### config.mk
export PLATFORM = sky130hd
export DESIGN_NAME = io_2to1
export DESIGN_NICKNAME = d
export VERILOG_FILES = /design/src/rtl/io_2to1.sv
export SDC_FILE = /design/constraint.sdc
export NUM_CORES = 1
export LEC_CHECK = 0
export BUFFER_PORTS_ARGS = -buffer_cell sky130_fd_sc_hd__buf_2
export CORE_UTILIZATION = 55
export CTS_CLUSTER_SIZE = 40
export DETAILED_ROUTE_END_ITERATION = 10
export MAX_ROUTING_LAYER = met4
export PLACE_DENSITY = 0.93
export SYNTH_ARGS = -nofsm -noshare
export SYNTH_HDL_FRONTEND = slang
export SYNTH_HIERARCHICAL = 1
export SYNTH_SLANG_ARGS = --single-unit
### constraint.sdc
create_clock -name i_clk -period 4.4 [get_ports i_clk]
set_clock_uncertainty 0.05 [all_clocks]
set_input_delay 0 -clock i_clk [delete_from_list [all_inputs] [get_ports i_clk]]
set_output_delay 0 -clock i_clk [all_outputs]
set_load 0.005 [all_outputs]
### src/rtl/io_2to1.sv
// io_2to1: two four-phase message sources plus one merged-channel sink that
// tracks per-source continuity and flags routing errors.

module io_2to1_src #(
    parameter int unsigned SRC_ID   = 0,
    parameter int unsigned DST_ADDR = 1,
    parameter int unsigned GAP      = 0,
    parameter int unsigned ASZ      = 8,
    parameter int unsigned DSZ      = 8
) (
    input  logic           i_clk,
    input  logic           i_rst,
    output logic [ASZ-1:0] src,
    output logic [ASZ-1:0] dst,
    output logic [DSZ-1:0] dat,
    output logic           req,
    input  logic           ack
);
    // state  | meaning
    // S_IDLE | wait for ack=0, then load next message and raise req
    // S_REQ  | req=1 until ack=1
    // S_REL  | req=0 until ack=0
    // S_GAP  | spacing: one cycle, plus GAP down-counter ticks
    typedef enum logic [1:0] {S_IDLE, S_REQ, S_REL, S_GAP} state_t;

    localparam logic [3:0] GAP_LD = 4'(GAP);

    state_t         state, state_nxt;
    logic [3:0]     seq_cnt, seq_cnt_nxt;
    logic [3:0]     gap_cnt, gap_cnt_nxt;
    logic [DSZ-1:0] dat_nxt;

    always_ff @(posedge i_clk) begin
        if (i_rst) begin
            state   <= S_IDLE;
            seq_cnt <= '0;
            gap_cnt <= '0;
            dat     <= '0;
        end else begin
            state   <= state_nxt;
            seq_cnt <= seq_cnt_nxt;
            gap_cnt <= gap_cnt_nxt;
            dat     <= dat_nxt;
        end
    end

    always_comb begin
        state_nxt   = state;
        seq_cnt_nxt = seq_cnt;
        gap_cnt_nxt = gap_cnt;
        dat_nxt     = dat;
        case (state)
            S_IDLE: begin
                // a stale ack (e.g. left over from reset) blocks the next request
                if (!ack) begin
                    dat_nxt     = DSZ'(seq_cnt);
                    seq_cnt_nxt = seq_cnt + 4'd1;
                    state_nxt   = S_REQ;
                end
            end
            S_REQ: begin
                if (ack) state_nxt = S_REL;
            end
            S_REL: begin
                if (!ack) begin
                    state_nxt   = S_GAP;
                    gap_cnt_nxt = GAP_LD;
                end
            end
            S_GAP: begin
                if (gap_cnt == 4'd0) state_nxt = S_IDLE;
                else                 gap_cnt_nxt = gap_cnt - 4'd1;
            end
            default: state_nxt = S_IDLE;
        endcase
    end

    assign req = (state == S_REQ);
    assign src = ASZ'(SRC_ID);
    assign dst = ASZ'(DST_ADDR);
endmodule

module io_2to1_sink #(
    parameter int unsigned SRC_ID_0 = 0,
    parameter int unsigned SRC_ID_1 = 1,
    parameter int unsigned DST_ADDR = 1,
    parameter int unsigned ASZ      = 8,
    parameter int unsigned DSZ      = 8
) (
    input  logic           i_clk,
    input  logic           i_rst,
    input  logic [ASZ-1:0] src,
    input  logic [ASZ-1:0] dst,
    input  logic [DSZ-1:0] dat,
    input  logic           req,
    output logic           ack,
    output logic [DSZ-1:0] ck_dat_0,
    output logic [DSZ-1:0] ck_dat_1,
    output logic [7:0]     cnt_0,
    output logic [7:0]     cnt_1,
    output logic           err_0,
    output logic           err_1,
    output logic           err
);
    localparam logic [ASZ-1:0] ID0    = ASZ'(SRC_ID_0);
    localparam logic [ASZ-1:0] ID1    = ASZ'(SRC_ID_1);
    localparam logic [ASZ-1:0] DST    = ASZ'(DST_ADDR);
    localparam logic [DSZ-1:0] CK_MAX = DSZ'(14);
    localparam logic [DSZ-1:0] D_MAX  = DSZ'(15);

    logic accept, route_ok;

    assign accept   = req && !ack;
    assign route_ok = (dst == DST) && ((src == ID0) || (src == ID1));

    // a checkpoint of 15 or above (reset value, or wrap point) skips continuity
    function automatic logic seq_bad(input logic [DSZ-1:0] ck, input logic [DSZ-1:0] d);
        return (d > D_MAX) || ((ck <= CK_MAX) && ((ck + DSZ'(1)) != d));
    endfunction

    always_ff @(posedge i_clk) begin
        if (i_rst) begin
            ack      <= 1'b0;
            ck_dat_0 <= '1;
            ck_dat_1 <= '1;
            cnt_0    <= '0;
            cnt_1    <= '0;
            err_0    <= 1'b0;
            err_1    <= 1'b0;
            err      <= 1'b0;
        end else if (accept) begin
            ack <= 1'b1;
            if (!route_ok) begin
                err <= 1'b1;
            end else if (src == ID0) begin
                ck_dat_0 <= dat;
                cnt_0    <= cnt_0 + 8'd1;
                if (seq_bad(ck_dat_0, dat)) err_0 <= 1'b1;
            end else begin
                ck_dat_1 <= dat;
                cnt_1    <= cnt_1 + 8'd1;
                if (seq_bad(ck_dat_1, dat)) err_1 <= 1'b1;
            end
        end else if (!req && ack) begin
            ack <= 1'b0;
        end
    end
endmodule

module io_2to1 #(
    parameter int unsigned SRC_ID_0 = 0,
    parameter int unsigned SRC_ID_1 = 1,
    parameter int unsigned DST_ADDR = 1,
    parameter int unsigned GAP_1    = 0,
    parameter int unsigned ASZ      = 8,
    parameter int unsigned DSZ      = 8
) (
    input  logic           i_clk,
    input  logic           i_rst,
    output logic [ASZ-1:0] o0_src,
    output logic [ASZ-1:0] o0_dst,
    output logic [DSZ-1:0] o0_dat,
    output logic           o0_req,
    input  logic           o0_ack,
    output logic [ASZ-1:0] o1_src,
    output logic [ASZ-1:0] o1_dst,
    output logic [DSZ-1:0] o1_dat,
    output logic           o1_req,
    input  logic           o1_ack,
    input  logic [ASZ-1:0] i0_src,
    input  logic [ASZ-1:0] i0_dst,
    input  logic [DSZ-1:0] i0_dat,
    input  logic           i0_req,
    output logic           i0_ack,
    output logic [DSZ-1:0] o_0_ck_dat,
    output logic [DSZ-1:0] o_1_ck_dat,
    output logic [7:0]     o_0_cnt,
    output logic [7:0]     o_1_cnt,
    output logic           o_0_err,
    output logic           o_1_err,
    output logic           o_err
);
    io_2to1_src #(
        .SRC_ID(SRC_ID_0), .DST_ADDR(DST_ADDR), .GAP(0), .ASZ(ASZ), .DSZ(DSZ)
    ) u_src_0 (
        .i_clk(i_clk), .i_rst(i_rst),
        .src(o0_src), .dst(o0_dst), .dat(o0_dat), .req(o0_req), .ack(o0_ack)
    );

    io_2to1_src #(
        .SRC_ID(SRC_ID_1), .DST_ADDR(DST_ADDR), .GAP(GAP_1), .ASZ(ASZ), .DSZ(DSZ)
    ) u_src_1 (
        .i_clk(i_clk), .i_rst(i_rst),
        .src(o1_src), .dst(o1_dst), .dat(o1_dat), .req(o1_req), .ack(o1_ack)
    );

    io_2to1_sink #(
        .SRC_ID_0(SRC_ID_0), .SRC_ID_1(SRC_ID_1), .DST_ADDR(DST_ADDR),
        .ASZ(ASZ), .DSZ(DSZ)
    ) u_sink (
        .i_clk(i_clk), .i_rst(i_rst),
        .src(i0_src), .dst(i0_dst), .dat(i0_dat), .req(i0_req), .ack(i0_ack),
        .ck_dat_0(o_0_ck_dat), .ck_dat_1(o_1_ck_dat),
        .cnt_0(o_0_cnt), .cnt_1(o_1_cnt),
        .err_0(o_0_err), .err_1(o_1_err), .err(o_err)
    );
endmodule

==> metrics <==
area delta synth->final=13.2%; DRC=0; clk buf depth=2; GRT met1 Usage=between 20% and 30%; EDFF count, synth=0; via count=3422; detailed placement HPWL=5.96 mm; I/O pin cnt=115; row cnt=30; starting DRC count in detailed routing=about 130; final WL=8.39 mm; total negative slack=0 ns; outcome=finished clean; min Tclk post-route=approximately 2.3 ns; share of the synthesized area in the top cell type=approximately a third; Critical Path End=u_sink/cnt_0[0]; FMAX=around 430 MHz; r2r setup slk=just over 2 ns; drt wl/cell=13.2 um; slack of the critical path=2.06 ns; DRT antenna net count=0; peak supply drop=0.000186 V; kind of critical path=reg -> reg; Initial Utilization=between 50% and 60%; Slew @ Worst Pin=about 1.0 ns; synthesized flop and latch total=64; drt via density=5.37; Die X=about 87 um; Worst R2R Start=u_sink/ack; pin count of the biggest net entering global routing=63; Final setup viols=0; slew margin rel.=31.3%; gr ovfl total=0; met2 global-route usage=a little over two fifths; pre-CTS setup slack=2.09 ns; CTS H-Tree Depth=3; CTS buffer count=9; Worst Path Max Fanout=25; ANT cells=0; Port Buf Inserts=74; clock tree root buffer cell=clkbuf_8; Core Region=slightly below 7000 um^2; Synth area leaders=dfxtp_1, buf_4, ha_1; Tot GR Track Use=24.2%; layout filler cell count=580; Hold Violations, Final=0; layer with the highest usage=met2; Overall Power=around 1.5 mW; count leader, synth=dfxtp_1; predominant post-synthesis flop cell=dfxtp_1; Nets=a little under 600; CP arrival=~2.5 ns; pwr dens=338 nW/um^2; CP startpoint kind=flip-flop; Final Non-Filler Cells=approximately 640; Cells after Synth=466; Pre-antenna DRT Iters=5; vias in the first global route=roughly 3200; TritonCTS clock tree=yes; Die Ht=87.4 um; reg-to-reg endpoint=u_sink/cnt_0[0]; die footprint=between 7000 and 8000 um^2; leakage=1.93 nW; worst reg-to-reg path cell count=7; MaxCap Viol Count=0; data required time of the worst path=around 4.5 ns; layout cell share with drive strength beyond 1=around a fifth; initial antenna violation count=0; final RePlAce weighted congestion=between 0.8 and 0.9; area leader, netlist=dfxtp_1; met3 Use GR=under 10%; Avg Cell Area, Syn=~8.6 um^2; clock latency on the worst-skew pair=0.33 ns; kind of end point of the critical path=flip-flop; worst setup path startpoint=u_sink/ack; Max Transition Viols Final=0; first-pass GRT wire length=~14 mm; post-synthesis cell type count=58; ys async rst share=0%; CTS clk-pin slew, worst paths=about 0.070 ns; Cells after DPL=611; most frequent cells after synthesis=dfxtp_1, nand2_1, buf_4; Warnings, synthesis=6; Setup Fix Bufs, Post-CTS=0; RSZ-0062 raised after global routing=no; CTS Sinks=64; Final Cycle Share=between 50% and 60%; Hold Crit Class=in -> reg; Mapped Area=between 4000 and 5000 um^2; Seq/Total Area, Yosys=between 30% and 40%
-- layer usage --
metal / vias to the layer above / share of wire (%)
met2: 148 / 52
met3: 18 / 5.7
met5: - / 0
met4: 0 / 1.6
li1: 1664 / -
met1: 1592 / 41
-- cells by family (layout without fill, tap and decap cells) --
| group | after synthesis | in the layout | synth area share, % |
|---|---|---|---|
| AOI/OAI and AO/OA | 73 | 73 | 12.2 |
| xor gates and xnor gates | 32 | 32 | 6.99 |
| adders and majority gates | 23 | 23 | 7.18 |
| buffers and inverters | 77 | 116 | 11.8 |
| DFF | 64 | 64 | 32.0 |
| muxes | 11 | 11 | 2.87 |
| other | 4 | 40 | 0.375 |
| and+or+nand+nor | 182 | 182 | 26.6 |
-- power by group --
part / internal, mW / total [mW] / switching [mW]
clock: 0.303 / 0.523 / 0.219
combinational: 0.156 / 0.361 / 0.204
sequential: 0.615 / 0.650 / 0.0350
total: 1.07 / 1.53 / 0.459
-- layout by cell type, fill, tap and decap left out, types with 3 or more instances in the layout --
cell	count
nor4_4	3
o21ai_0	23
clkbuf_8	12
nand3b_1	3
mux2_2	4
nor4_1	5
nor3_1	3
nor2_1	37
ha_1	23
nor3b_1	3
or2b_1	4
xnor2_1	22
buf_2	74
nand4_1	12
nand2_1	47
dlygate4sd3_1	11
inv_1	15
xor2_1	10
mux2i_1	7
nand3_1	23
nor2b_1	9
nand2b_1	4
a21oi_1	21
o211ai_1	3
dfxtp_1	64
conb_1	40
o31ai_1	6
and2_1	3
-- worst min-delay path by stage --
stage / cells past startpoint / to / from
2_1_floorplan: 2 / u_sink/ck_dat_0[5] / i0_dat[5]
3_3_place_gp: 3 / u_sink/ck_dat_0[7] / i0_dat[7]
3_5_place_dp: 3 / u_sink/ck_dat_1[5] / i0_dat[5]
4_1_cts: 4 / u_sink/ack / i0_req
5_1_grt: 3 / u_sink/ck_dat_0[5] / i0_src[0]
6_report: 4 / u_sink/ack / i0_req
-- flip-flops by register name, summed over array words and instances (netlist names) --
signal	count
u_sink/err_1	1
u_sink/err_0	1
u_src_1/gap_cnt	4
u_sink/ack	1
u_src_1/dat	4
u_sink/cnt_1	8
u_src_0/state	2
u_src_0/gap_cnt	4
u_sink/err	1
u_sink/ck_dat_0	8
u_sink/ck_dat_1	8
u_src_0/seq_cnt	4
u_sink/cnt_0	8
u_src_0/dat	4
u_src_1/seq_cnt	4
u_src_1/state	2
-- per-stage QoR --
stage	area [um^2]	hold WS (ns)	util (%)
after detailed placement	4220	0.243	61.1
final	4540	0.0537	65.7
after global routing	4540	0.0663	65.7
after global placement	4220	0.243	61.1
after CTS	4540	0.0106	65.7
after floorplan	4140	0.0742	-
-- area by class of cell --
| class | count | area (um^2) | share of cell area [%] |
|---|---|---|---|
| multi-input cells | 361 | 2390 | 52.7 |
| flip-flops and latches | 64 | 1280 | 28.2 |
| clock buffers | 12 | 165 | 3.64 |
| well taps | 96 | 120 | 2.65 |
| repair buffers | 85 | 480 | 10.6 |
| clock inverters | 3 | 40.0 | 0.883 |
| inverters | 16 | 60.1 | 1.32 |
-- what timing repair did --
| action | in CTS | in global routing |
|---|---|---|
| hold endpoints to repair | 17 | 0 |
| endpoints found under the setup margin | 0 | 0 |
| resized for setup | 0 | 0 |
| hold buffers | 11 | 0 |
-- worst max-delay path, stage by stage, from the launching register on --
cell	delay, ns
dfxtp_1	0.32
inv_1	0.05
ha_1	0.19
nor4b_4	0.26
nand4_4	0.35
nor2_1	0.71
xnor2_1	0.20
nor2_1	0.05
Power figures use the tool's default switching activity.
